File: src/rtl/spi_memory_arbiter.sv
// spi_memory_arbiter: shares one frame-buffer SRAM between SPI byte requests and capture writes.
// SPI requests always win; capture writes fill the remaining cycles.
module spi_memory_arbiter #(
  parameter int ADDR_WIDTH   = 24,
  parameter int READ_LATENCY = 1
) (
  input  logic                  main_clock,
  input  logic                  reset_n,
  input  logic [ADDR_WIDTH-1:0] spi_addr,
  input  logic [7:0]            spi_write_data,
  input  logic                  spi_write_flag,
  input  logic                  spi_read_flag,
  output logic [7:0]            spi_read_data,
  input  logic [ADDR_WIDTH-1:0] cap_addr,
  input  logic [7:0]            cap_data,
  input  logic                  cap_valid,
  output logic                  cap_ready,
  output logic [ADDR_WIDTH-1:0] mem_addr,
  output logic [7:0]            mem_wdata,
  output logic                  mem_we,
  output logic                  mem_re,
  input  logic [7:0]            mem_rdata,
  output logic                  spi_overrun
);
  typedef enum logic [2:0] {IDLE, SPI_WR, SPI_RD, RD_WAIT, CAP_WR} state_t;
  state_t state_q, state_d;
  logic wr_d_q, rd_d_q, wr_pend_q, wr_pend_d, rd_pend_q, rd_pend_d;
  logic [ADDR_WIDTH-1:0] wr_addr_q, wr_addr_d, rd_addr_q, rd_addr_d, mem_addr_q, mem_addr_d;
  logic [7:0] wr_data_q, wr_data_d, mem_wdata_q, mem_wdata_d, rdata_q, rdata_d;
  logic mem_we_q, mem_we_d, mem_re_q, mem_re_d, overrun_q, overrun_d;
  logic [1:0] cnt_q, cnt_d;
  logic wr_rise, rd_rise;
  assign wr_rise = spi_write_flag & ~wr_d_q;
  assign rd_rise = spi_read_flag & ~rd_d_q;
  assign cap_ready = reset_n & (state_q == IDLE) & ~wr_pend_q & ~rd_pend_q & ~wr_rise & ~rd_rise;
  assign spi_read_data = rdata_q;
  assign mem_addr = mem_addr_q;
  assign mem_wdata = mem_wdata_q;
  assign mem_we = mem_we_q;
  assign mem_re = mem_re_q;
  assign spi_overrun = overrun_q;
  always_ff @(posedge main_clock or negedge reset_n)
    if (!reset_n) begin
      state_q     <= IDLE;
      wr_d_q      <= 1'b0;
      rd_d_q      <= 1'b0;
      wr_pend_q   <= 1'b0;
      rd_pend_q   <= 1'b0;
      wr_addr_q   <= '0;
      rd_addr_q   <= '0;
      wr_data_q   <= '0;
      mem_addr_q  <= '0;
      mem_wdata_q <= '0;
      mem_we_q    <= 1'b0;
      mem_re_q    <= 1'b0;
      rdata_q     <= '0;
      overrun_q   <= 1'b0;
      cnt_q       <= '0;
    end else begin
      state_q     <= state_d;
      wr_d_q      <= spi_write_flag;
      rd_d_q      <= spi_read_flag;
      wr_pend_q   <= wr_pend_d;
      rd_pend_q   <= rd_pend_d;
      wr_addr_q   <= wr_addr_d;
      rd_addr_q   <= rd_addr_d;
      wr_data_q   <= wr_data_d;
      mem_addr_q  <= mem_addr_d;
      mem_wdata_q <= mem_wdata_d;
      mem_we_q    <= mem_we_d;
      mem_re_q    <= mem_re_d;
      rdata_q     <= rdata_d;
      overrun_q   <= overrun_d;
      cnt_q       <= cnt_d;
    end
  // A pending slot is released when its request is dispatched from IDLE, so a rise
  // landing on the dispatch edge queues a fresh request rather than counting as overrun.
  always_comb begin
    state_d     = state_q;
    wr_pend_d   = wr_pend_q;
    rd_pend_d   = rd_pend_q;
    wr_addr_d   = wr_addr_q;
    rd_addr_d   = rd_addr_q;
    wr_data_d   = wr_data_q;
    mem_addr_d  = mem_addr_q;
    mem_wdata_d = mem_wdata_q;
    mem_we_d    = 1'b0;
    mem_re_d    = 1'b0;
    rdata_d     = rdata_q;
    cnt_d       = cnt_q;
    case (state_q)
      IDLE:
        if (wr_pend_q) begin
          state_d     = SPI_WR;
          mem_we_d    = 1'b1;
          mem_addr_d  = wr_addr_q;
          mem_wdata_d = wr_data_q;
          wr_pend_d   = 1'b0;
        end else if (rd_pend_q) begin
          state_d    = SPI_RD;
          mem_re_d   = 1'b1;
          mem_addr_d = rd_addr_q;
          rd_pend_d  = 1'b0;
        end else if (cap_valid && cap_ready) begin
          state_d     = CAP_WR;
          mem_we_d    = 1'b1;
          mem_addr_d  = cap_addr;
          mem_wdata_d = cap_data;
        end
      SPI_RD: begin
        state_d = RD_WAIT;
        cnt_d   = 2'(READ_LATENCY - 1);
      end
      RD_WAIT:
        if (cnt_q == 2'd0) begin
          state_d = IDLE;
          rdata_d = mem_rdata;
        end else cnt_d = cnt_q - 2'd1;
      default: state_d = IDLE;
    endcase
    overrun_d = overrun_q | (wr_rise & wr_pend_d) | (rd_rise & rd_pend_d);
    if (wr_rise) begin
      wr_pend_d = 1'b1;
      wr_addr_d = spi_addr;
      wr_data_d = spi_write_data;
    end
    if (rd_rise) begin
      rd_pend_d = 1'b1;
      rd_addr_d = spi_addr;
    end
  end
endmodule
File: config.mk
export PLATFORM = sky130hd
export DESIGN_NAME = spi_memory_arbiter
export DESIGN_NICKNAME = d
export VERILOG_FILES = /design/src/rtl/spi_memory_arbiter.sv
export SDC_FILE = /design/constraint.sdc
export NUM_CORES = 1
export LEC_CHECK = 0
export CORE_UTILIZATION = 45
export CTS_CLUSTER_DIAMETER = 80
export DETAILED_ROUTE_END_ITERATION = 8
export GPL_ROUTABILITY_DRIVEN = 1
export GPL_TIMING_DRIVEN = 0
export HOLD_SLACK_MARGIN = 0.1
export PLACE_DENSITY = 0.76
export SETUP_SLACK_MARGIN = 0.1
export SLEW_MARGIN = 10
export SYNTH_ARGS = -nofsm -noshare
export SYNTH_HDL_FRONTEND = slang
export SYNTH_SLANG_ARGS = --single-unit
File: constraint.sdc
create_clock -name main_clock -period 2.05 [get_ports main_clock]
set_clock_uncertainty 0.15 [all_clocks]
set_input_delay 0.205 -clock main_clock [delete_from_list [all_inputs] [get_ports main_clock]]
set_output_delay 0.205 -clock main_clock [all_outputs]
set_load 0.01 [all_outputs]
==> impl_metrics.yaml, run 1 <==
clocking:
  clk_path_buf_depth: 2
  cts.clk_slew.worst_paths_ps: 90
  htreeDepth: 3
  cts_tree: "yes"
  numClockSinks: 108
  clk_latency_ps: 370
  cts_buffers: 9
  root_buffer: "clkbuf_8"
synthesis:
  synth.most_common_cell: "nand2_1"
  synthCells: 493
  synth_top_cell_area_share: 0.5805
  avgSynthCellArea_um2: 9.444
  synthTopCellsByArea: "dfrtp_1 58%, nand2_1 14%, o21ai_0 5.4%, mux2i_1 5.2%, a21oi_1 2.8%"
  synthArstFlopShare: 1.000
  synth_flop_cell: "dfrtp_1"
  synth_edf_count: 0
  yosysSeqAreaShare: 0.5805
  synth-seq-cells: 108
  synthDistinctLibCells: 33
  yosysWarningCount: 0
  synth_area_um2: 4656
  synth_nets: 571
  synthTopCellsByCount: "173 x nand2_1, 108 x dfrtp_1, 50 x o21ai_0"
  yosysTopAreaCell: "dfrtp_1"
floorplanning:
  core_area_um2: 9910
  initial_core_util: 0.4698
  ios: 121
  die-area_um2: 10760
  die_h_um: 103.7
  die_w_um: 103.7
  std_cell_rows: 36
cells_and_area:
  layout-drive-gt1-share: 0.09531
  syn_to_final_growth_pct: 38.24
  nNetsFinal: 714
  diodes: 0
  multi_input_area_um2: 1857
  n_fill_cell: 826
  final_area_um2: 6436
  regArea_um2: 2705
sta:
  min_period_ps: 2091
  holdWs_ps: -484.1
  layout_worst_path_cycle_share: 1.020
  worst_slack_ps: -41.31
  worst_pin_slew_ps: 629.0
  setup_violations: 8
  max_freq_mhz: 478.2
  rsz0062_at_grt: "yes"
  relSlewSlack: 0.5807
  drv_slew: 0
  finalHoldViolCount: 108
power_and_ir_drop:
  power.density_nw_per_um2: 1200
  total_power_mw: 7.724
  p_leak_nw: 3.064
  peakVddDrop_mv: 0.5128
worst_hold_path:
  hold_path_class: "in2async"
global_route:
  grt_pass1_wl_um: 19670
  grt_pass1_vias: 3949
  grt.total_usage: 0.2322
  overflow: 0
  grt_max_degree: 93
  antenna_found_initial: 0
critical_path:
  cp.arrival_ps: 1740
  endpoint_kind: "output pin"
  critical_path_class: "reg2out"
  required_ps: 1690
  cp-start-kind: "flop"
  path_max_fanout: 2
  r2r_slack_ps: -10
detailed_routing:
  wl_per_cell_um: 16.17
  vias: 4030
  drc_errors: 0
  drt_iter0_markers: 201
  totalWireLength_um: 12500
  firstDrtPassIters: 5
  ant_nets: 0
  vias_per_cell: 5.213
place:
  io_buffers: 120
  placed_cell_area_um2: 6052
  dp_hpwl_um: 8451
  dp_slack_ps: -490.7
  gp_congestion: 0.8278
run_status:
  status: "finished, violations left"
  violations: "hold timing, setup timing"
flow_run:
  cap_violations: 0
==> registers in the layout (all words and copies together) (netlist names), 2 cells and up <==
register       flops
mem_addr          24
spi_read_data      8
wr_data_q          8
wr_addr_q         24
cnt_q              2
mem_wdata          8
state_q            3
rd_addr_q         24
==> power breakdown <==
| part | switching [mW] | internal [mW] |
|---|---|---|
| Combinational | 1.67 | 1.75 |
| Clock | 0.694 | 0.590 |
| Sequential | 0.330 | 2.69 |
==> worst max-delay path, stage by stage (launching register included) <==
cell,delay [ps]
dfrtp_2,420
or3_4,400
buf_8,130
clkbuf_16,130
nor3_4,120
buf_2,160
==> logic make-up after synthesis <==
kind of cell | after synthesis | share of synthesized area
AOI/OAI and AO/OA | 93 | 0.1150
muxes | 32 | 0.07095
DFF | 108 | 0.5805
adders and majority gates | 1 | 0.002687
and+or+nand+nor | 223 | 0.1975
buffers and inverters | 36 | 0.03332
==> area by class of cell <==
class | count | share of cell area
flip-flops and latches | 108 | 0.4203
clock inverters | 4 | 0.007776
repair buffers | 133 | 0.2061
multi-input cells | 349 | 0.2885
clock buffers | 11 | 0.02197
inverters | 4 | 0.002333
well taps | 133 | 0.02586
plain buffers | 31 | 0.02722
==> what timing repair did <==
| item | 4_1_cts | 5_1_grt |
|---|---|---|
| endpoints found under the hold margin | 108 | 108 |
| cloned | 0 | 1 |
| gates resized for setup | 25 | 13 |
| endpoints found under the setup margin | 33 | 31 |
| buffers inserted | 7 | 4 |
| pin swaps | 3 | 4 |
==> per-layer routing <==
metal / share of wire / wire length, um / up-vias / GRT usage
met3: 0.064 / 806 / 19 / 0.05412
li1: - / - / 1910 / -
met5: 0 / 0 / - / 0
met1: 0.44 / 5440 / 1947 / 0.3053
met4: 0.013 / 163 / 0 / 0.04898
met2: 0.49 / 6089 / 154 / 0.3931
==> cell usage in the layout, fill, tap and decap left out, drive strengths merged <==
cell type and instances:
nand2 173, clkdlybuf4s50 118, dfrtp 108, o21ai 51
clkbuf 36, a21oi 26, mux2i 24, nor2 24
buf 21, and3 8, a221o 8, mux2 8
nand2b 5, inv 4, nor2b 3, nor3 3
o21bai 2, a22o 2, clkinvlp 2, nor4 2
and2 1, or3 1, a31oi 1, or2 1
nand3 1, a41oi 1, nand4b 1, a21o 1
o31ai 1, ha 1, clkinv 1, bufinv 1
==> through the flow <==
stage | std cells | util | setup TNS (ps) | hold WS [ps]
finish | 773 | 0.6495 | -107.7 | -484.1
global route | 773 | 0.6495 | -577.7 | -491.2
CTS | 769 | 0.6431 | -22.15 | -495.6
detailed placement | 747 | 0.6107 | -11360 | -90.04
global placement | 746 | 0.6078 | -518380 | 301.7
floorplan | 493 | - | 0 | -240.6
==> final timing paths <==
check                              startpoint          endpoint  cells after the start
worst max-delay path               state_q[2]         cap_ready                      5
worst min-delay path                  reset_n  spi_read_data[3]                      1
worst max register to register     state_q[2]      mem_wdata[2]                      7
worst min register to register   wr_data_q[3]      wr_data_q[3]                      2
max in group asynchronous             reset_n      mem_wdata[6]                      2
min in group main_clock         spi_read_flag            rd_d_q                      1
No activity file was read; power rests on OpenSTA's default activity.
==> run 2, diff against run 1 <==
--- a/config.mk
+++ b/config.mk
@@ -9,10 +9,9 @@
 export CTS_CLUSTER_DIAMETER = 80
 export DETAILED_ROUTE_END_ITERATION = 8
 export GPL_ROUTABILITY_DRIVEN = 1
-export GPL_TIMING_DRIVEN = 0
 export HOLD_SLACK_MARGIN = 0.1
 export PLACE_DENSITY = 0.76
-export SETUP_SLACK_MARGIN = 0.1
+export SETUP_SLACK_MARGIN = 0.5
 export SLEW_MARGIN = 10
 export SYNTH_ARGS = -nofsm -noshare
 export SYNTH_HDL_FRONTEND = slang
==> impl_metrics.yaml, run 2 (same netlist as run 1, synthesis figures left out) <==
sta:
  holdWs_ps: 204.9
  min_period_ps: 1793
  drv_slew: 0
  relSlewSlack: 0.5886
  layout_worst_path_cycle_share: 0.8748
  rsz0062_at_grt: "yes"
  max_freq_mhz: 557.6
  setup_violations: 0
  worst_pin_slew_ps: 617.2
  finalHoldViolCount: 0
floorplanning:
  initial_core_util: 0.4698
  ios: 121
  die_w_um: 103.7
  die_h_um: 103.7
  die-area_um2: 10760
  core_area_um2: 9910
  std_cell_rows: 36
global_route:
  grt_max_degree: 109
  grt_pass1_vias: 4016
  grt.total_usage: 0.2509
  overflow: 0
  grt_pass1_wl_um: 21020
  antenna_found_initial: 1
detailed_routing:
  vias_per_cell: 5.248
  drt_iter0_markers: 200
  firstDrtPassIters: 5
  wl_per_cell_um: 16.58
  ant_nets: 0
  totalWireLength_um: 12850
  drc_errors: 0
  vias: 4067
run_status:
  status: "finished clean"
clocking:
  root_buffer: "clkbuf_8"
  numClockSinks: 108
  clk_latency_ps: 370
  cts_tree: "yes"
  cts.clk_slew.worst_paths_ps: 100
  cts_buffers: 9
  clk_path_buf_depth: 2
  htreeDepth: 3
flow_run:
  cap_violations: 0
power_and_ir_drop:
  combinationalPowerShare: 0.475
  p_sw_mw: 3.062
  total_power_mw: 8.041
  p_seq_frac: 0.375
  power.density_nw_per_um2: 1197
  p_leak_nw: 3.309
  p_int_mw: 4.979
  peakVddDrop_mv: 0.7015
  switching_share: 0.3808
  clockPowerShare: 0.150
place:
  dp_hpwl_um: 7626
  gp_congestion: 0.7629
  io_buffers: 120
cells_and_area:
  most-common-layout-cells: "173 x nand2_1, 106 x dfrtp_1, 75 x clkdlybuf4s50_1"
  multi_input_area_um2: 2026
  syn_to_final_growth_pct: 44.32
  finish.utilization: 0.6780
  nNetsFinal: 715
  layout-drive-gt1-share: 0.1698
  n_fill_cell: 807
  layout_commonest_cell: "nand2_1"
  diodes: 0
  regArea_um2: 2705
critical_path:
  cp-start-kind: "flop"
  endpoint_kind: "output pin"
  critical_path_class: "reg2out"
  path_max_fanout: 2
  cp.arrival_ps: 1440
  required_ps: 1690
worst_hold_path:
  hold_path_class: "in2reg"
## run 2: cell types whose count changed in the layout (fill, tap and decap cells not counted), sizes merged
cell | previous run | this run
dlygate4sd2 | 0 | 43
dlygate4sd3 | 0 | 1
inv | 4 | 6
bufinv | 1 | 0
clkinv | 1 | 2
buf | 21 | 42
clkinvlp | 2 | 3
clkbuf | 36 | 9
nand2b | 5 | 8
clkdlybuf4s50 | 118 | 75
o21ai | 51 | 52
## run 2: layer usage
metal / vias to the layer above / global-route usage / part of all wire
met5: - / 0 / 0.0011
met3: 17 / 0.04657 / 0.052
met2: 135 / 0.4243 / 0.50
met1: 1967 / 0.3319 / 0.43
li1: 1946 / - / -
met4: 2 / 0.06837 / 0.015
## run 2: layout make-up
class	instances	share of cell area
Tap cell	133	0.02477
Multi-Input combinational cell	353	0.3015
Sequential cell	108	0.4026
Clock inverter	7	0.007449
Clock buffer	9	0.01844
Inverter	4	0.002235
Timing Repair Buffer	161	0.2430
## run 2: path summary, 6_finish.rpt
check,start,endpoint,slack (ps),cells past startpoint
worst max-delay path,state_q[1],cap_ready,260,3
worst min-delay path,spi_write_data[0],wr_data_q[0],200,3
worst max register to register,state_q[1],mem_wdata[2],260,5
worst min register to register,wr_data_q[0],wr_data_q[0],330,2
max in group asynchronous,reset_n,wr_pend_q,790,3
min in group asynchronous,reset_n,mem_addr[0],410,3
## run 2: repair_timing
action                     4_1_cts  5_1_grt
setup endpoints to repair       88       60
hold buffers                     1        0
pin swaps                        5        4
hold endpoints to repair       108        0
setup buffers                   16        2
resized for setup              107       26
cloned                           7        0
## run 2: power groups by stage
stage                     Clock (mW)  Combinational, mW  Sequential [mW]
after floorplan                    0               1.71             3.15
after global placement             0               3.08             3.01
after detailed placement           0               3.16             3.04
after CTS                       1.23               3.68             3.00
after global routing            1.31               4.11             3.09
final                           1.20               3.82             3.02
## run 2: per-stage QoR
| step | std cells | area [um^2] | setup WS (ps) | setup TNS [ps] |
|---|---|---|---|---|
| floorplan | 493 | 4742 | 340.3 | 0 |
| global route | 775 | 6719 | 203.3 | 0 |
| detailed placement | 733 | 6100 | -103.2 | -732.2 |
| CTS | 773 | 6640 | 235.2 | 0 |
| finish | 775 | 6719 | 256.7 | 0 |
| global placement | 733 | 6100 | 33.53 | 0 |
## run 2: worst max-delay path: stages (launching register included)
cell	delay (ps)
dfrtp_1	390
or3_4	420
nor3_4	120
buf_2	150
==> run 3, diff against run 2 <==
--- a/config.mk
+++ b/config.mk
@@ -10,7 +10,7 @@
 export DETAILED_ROUTE_END_ITERATION = 8
 export GPL_ROUTABILITY_DRIVEN = 1
 export HOLD_SLACK_MARGIN = 0.1
-export PLACE_DENSITY = 0.76
+export PLACE_DENSITY_LB_ADDON = 0.25
 export SETUP_SLACK_MARGIN = 0.5
 export SLEW_MARGIN = 10
 export SYNTH_ARGS = -nofsm -noshare
==> impl_metrics.yaml, run 3 (same netlist as run 1, synthesis figures left out) <==
detailed_routing:
  firstDrtPassIters: 4
  vias: 3968
  vias_per_cell: 5.167
  drt_iter0_markers: 222
  totalWireLength_um: 12680
  wl_per_cell_um: 16.51
  drc_errors: 0
  ant_nets: 0
clocking:
  root_buffer: "clkbuf_8"
  htreeDepth: 3
  clk_latency_ps: 370
  cts.clk_slew.worst_paths_ps: 100
  clk_path_buf_depth: 2
  cts_buffers: 9
  cts_tree: "yes"
  numClockSinks: 108
sta:
  relSlewSlack: 0.3381
  finalHoldViolCount: 50
  min_period_ps: 1811
  worst_slack_ps: 239.0
  max_freq_mhz: 552.2
  rsz0062_at_grt: "yes"
  setup_violations: 0
  drv_slew: 0
  holdWs_ps: -268.0
  layout_worst_path_cycle_share: 0.8834
  worst_pin_slew_ps: 992.9
run_status:
  status: "finished, violations left"
  violations: "hold timing"
critical_path:
  cp.arrival_ps: 1460
  required_ps: 1690
  critical_path_class: "reg2out"
  r2r_slack_ps: 280
  cp-start-kind: "flop"
  path_max_fanout: 2
  endpoint_kind: "output pin"
  r2r_cells: 5
  timing.rr.start: "state_q[0]"
  worstReg2RegEnd: "mem_wdata[5]"
  startpoint: "state_q[0]"
global_route:
  busiest_layer: "met2"
  overflow: 0
  met1_usage: 0.3093
  use_met2: 0.3897
  grt_pass1_vias: 4002
  grt_pass1_wl_um: 19690
  grt.total_usage: 0.2314
  grt_max_degree: 81
  grt_util_met3: 0.03210
  antenna_found_initial: 0
power_and_ir_drop:
  peakVddDrop_mv: 0.5198
  p_leak_nw: 3.343
  switching_share: 0.3633
  p_sw_mw: 3.011
  combinationalPowerShare: 0.466
  p_int_mw: 5.277
  total_power_mw: 8.288
  clockPowerShare: 0.172
  power.density_nw_per_um2: 1238
  p_seq_frac: 0.362
cells_and_area:
  most-common-layout-cells: "173 x nand2_1, 106 x dfrtp_1, 75 x clkdlybuf4s50_1"
  nNetsFinal: 708
  final_area_um2: 6694
  n_fill_cell: 824
  syn_to_final_growth_pct: 43.78
  diodes: 0
  layout-drive-gt1-share: 0.1559
  layout_commonest_cell: "nand2_1"
  finish.utilization: 0.6755
place:
  dp_hpwl_um: 7393
  io_buffers: 120
  gp_congestion: 0.7516
  placed_cell_area_um2: 6107
  dp_slack_ps: -187.6
worst_hold_path:
  hold_path_class: "in2async"
floorplanning:
  std_cell_rows: 36
  core_area_um2: 9910
  die_h_um: 103.7
  initial_core_util: 0.4698
  die-area_um2: 10760
  die_w_um: 103.7
  ios: 121
flow_run:
  cap_violations: 0
==> run 3: critical path, cell delays in order (launching register included) <==
cell	delay (ps)
dfrtp_1	400
or3_4	420
nor3_4	120
buf_2	150
==> run 3: cell type report <==
cell class | instances | area, um^2 | area share
flip-flops and latches | 108 | 2705 | 0.4041
inverters | 4 | 15.01 | 0.002243
multi-input cells | 352 | 2043 | 0.3052
clock buffers | 12 | 145.1 | 0.02168
well taps | 133 | 166.4 | 0.02486
clock inverters | 4 | 72.57 | 0.01084
repair buffers | 155 | 1546 | 0.2310
==> run 3: how the worst max path moves through the flow <==
| stage | to | cells past startpoint |
|---|---|---|
| 2_1_floorplan | mem_wdata[0] | 4 |
| 3_3_place_gp | mem_wdata[4] | 5 |
| 3_5_place_dp | mem_wdata[0] | 5 |
| 4_1_cts | cap_ready | 3 |
| 5_1_grt | cap_ready | 3 |
| 6_report | cap_ready | 3 |
==> run 3: per-stage QoR <==
stage	cells	hold WS (ps)	setup TNS, ps
detailed placement	735	136.8	-1376
finish	768	-268.0	0
floorplan	493	-240.6	0
CTS	758	-266.7	0
global placement	735	133.3	-583.8
global route	768	-244.2	0
==> run 3: metal layers <==
metal  part of all wire  vias up  wire (um)
met1               0.45     1907       5735
met4              0.011        0        140
met3              0.048       12        604
met5                  0        -          0
met2               0.49      137       6198
li1                   -     1912          -
==> run 3: power by group through the flow <==
stage          Clock [mW]  Sequential [mW]  Combinational [mW]
6_report             1.43             3.00                3.86
5_1_grt              1.52             3.05                4.14
4_1_cts              1.45             2.98                3.33
3_5_place_dp            0             3.03                3.19
3_3_place_gp            0             3.01                3.11
2_1_floorplan           0             3.15                1.71
==> run 3: repair_timing <==
item | CTS | global route
gates cloned | 4 | 4
setup endpoints to repair | 80 | 44
pin swaps | 5 | 3
buffers inserted | 3 | 6
gates resized for setup | 72 | 45
endpoints found under the hold margin | 108 | 108
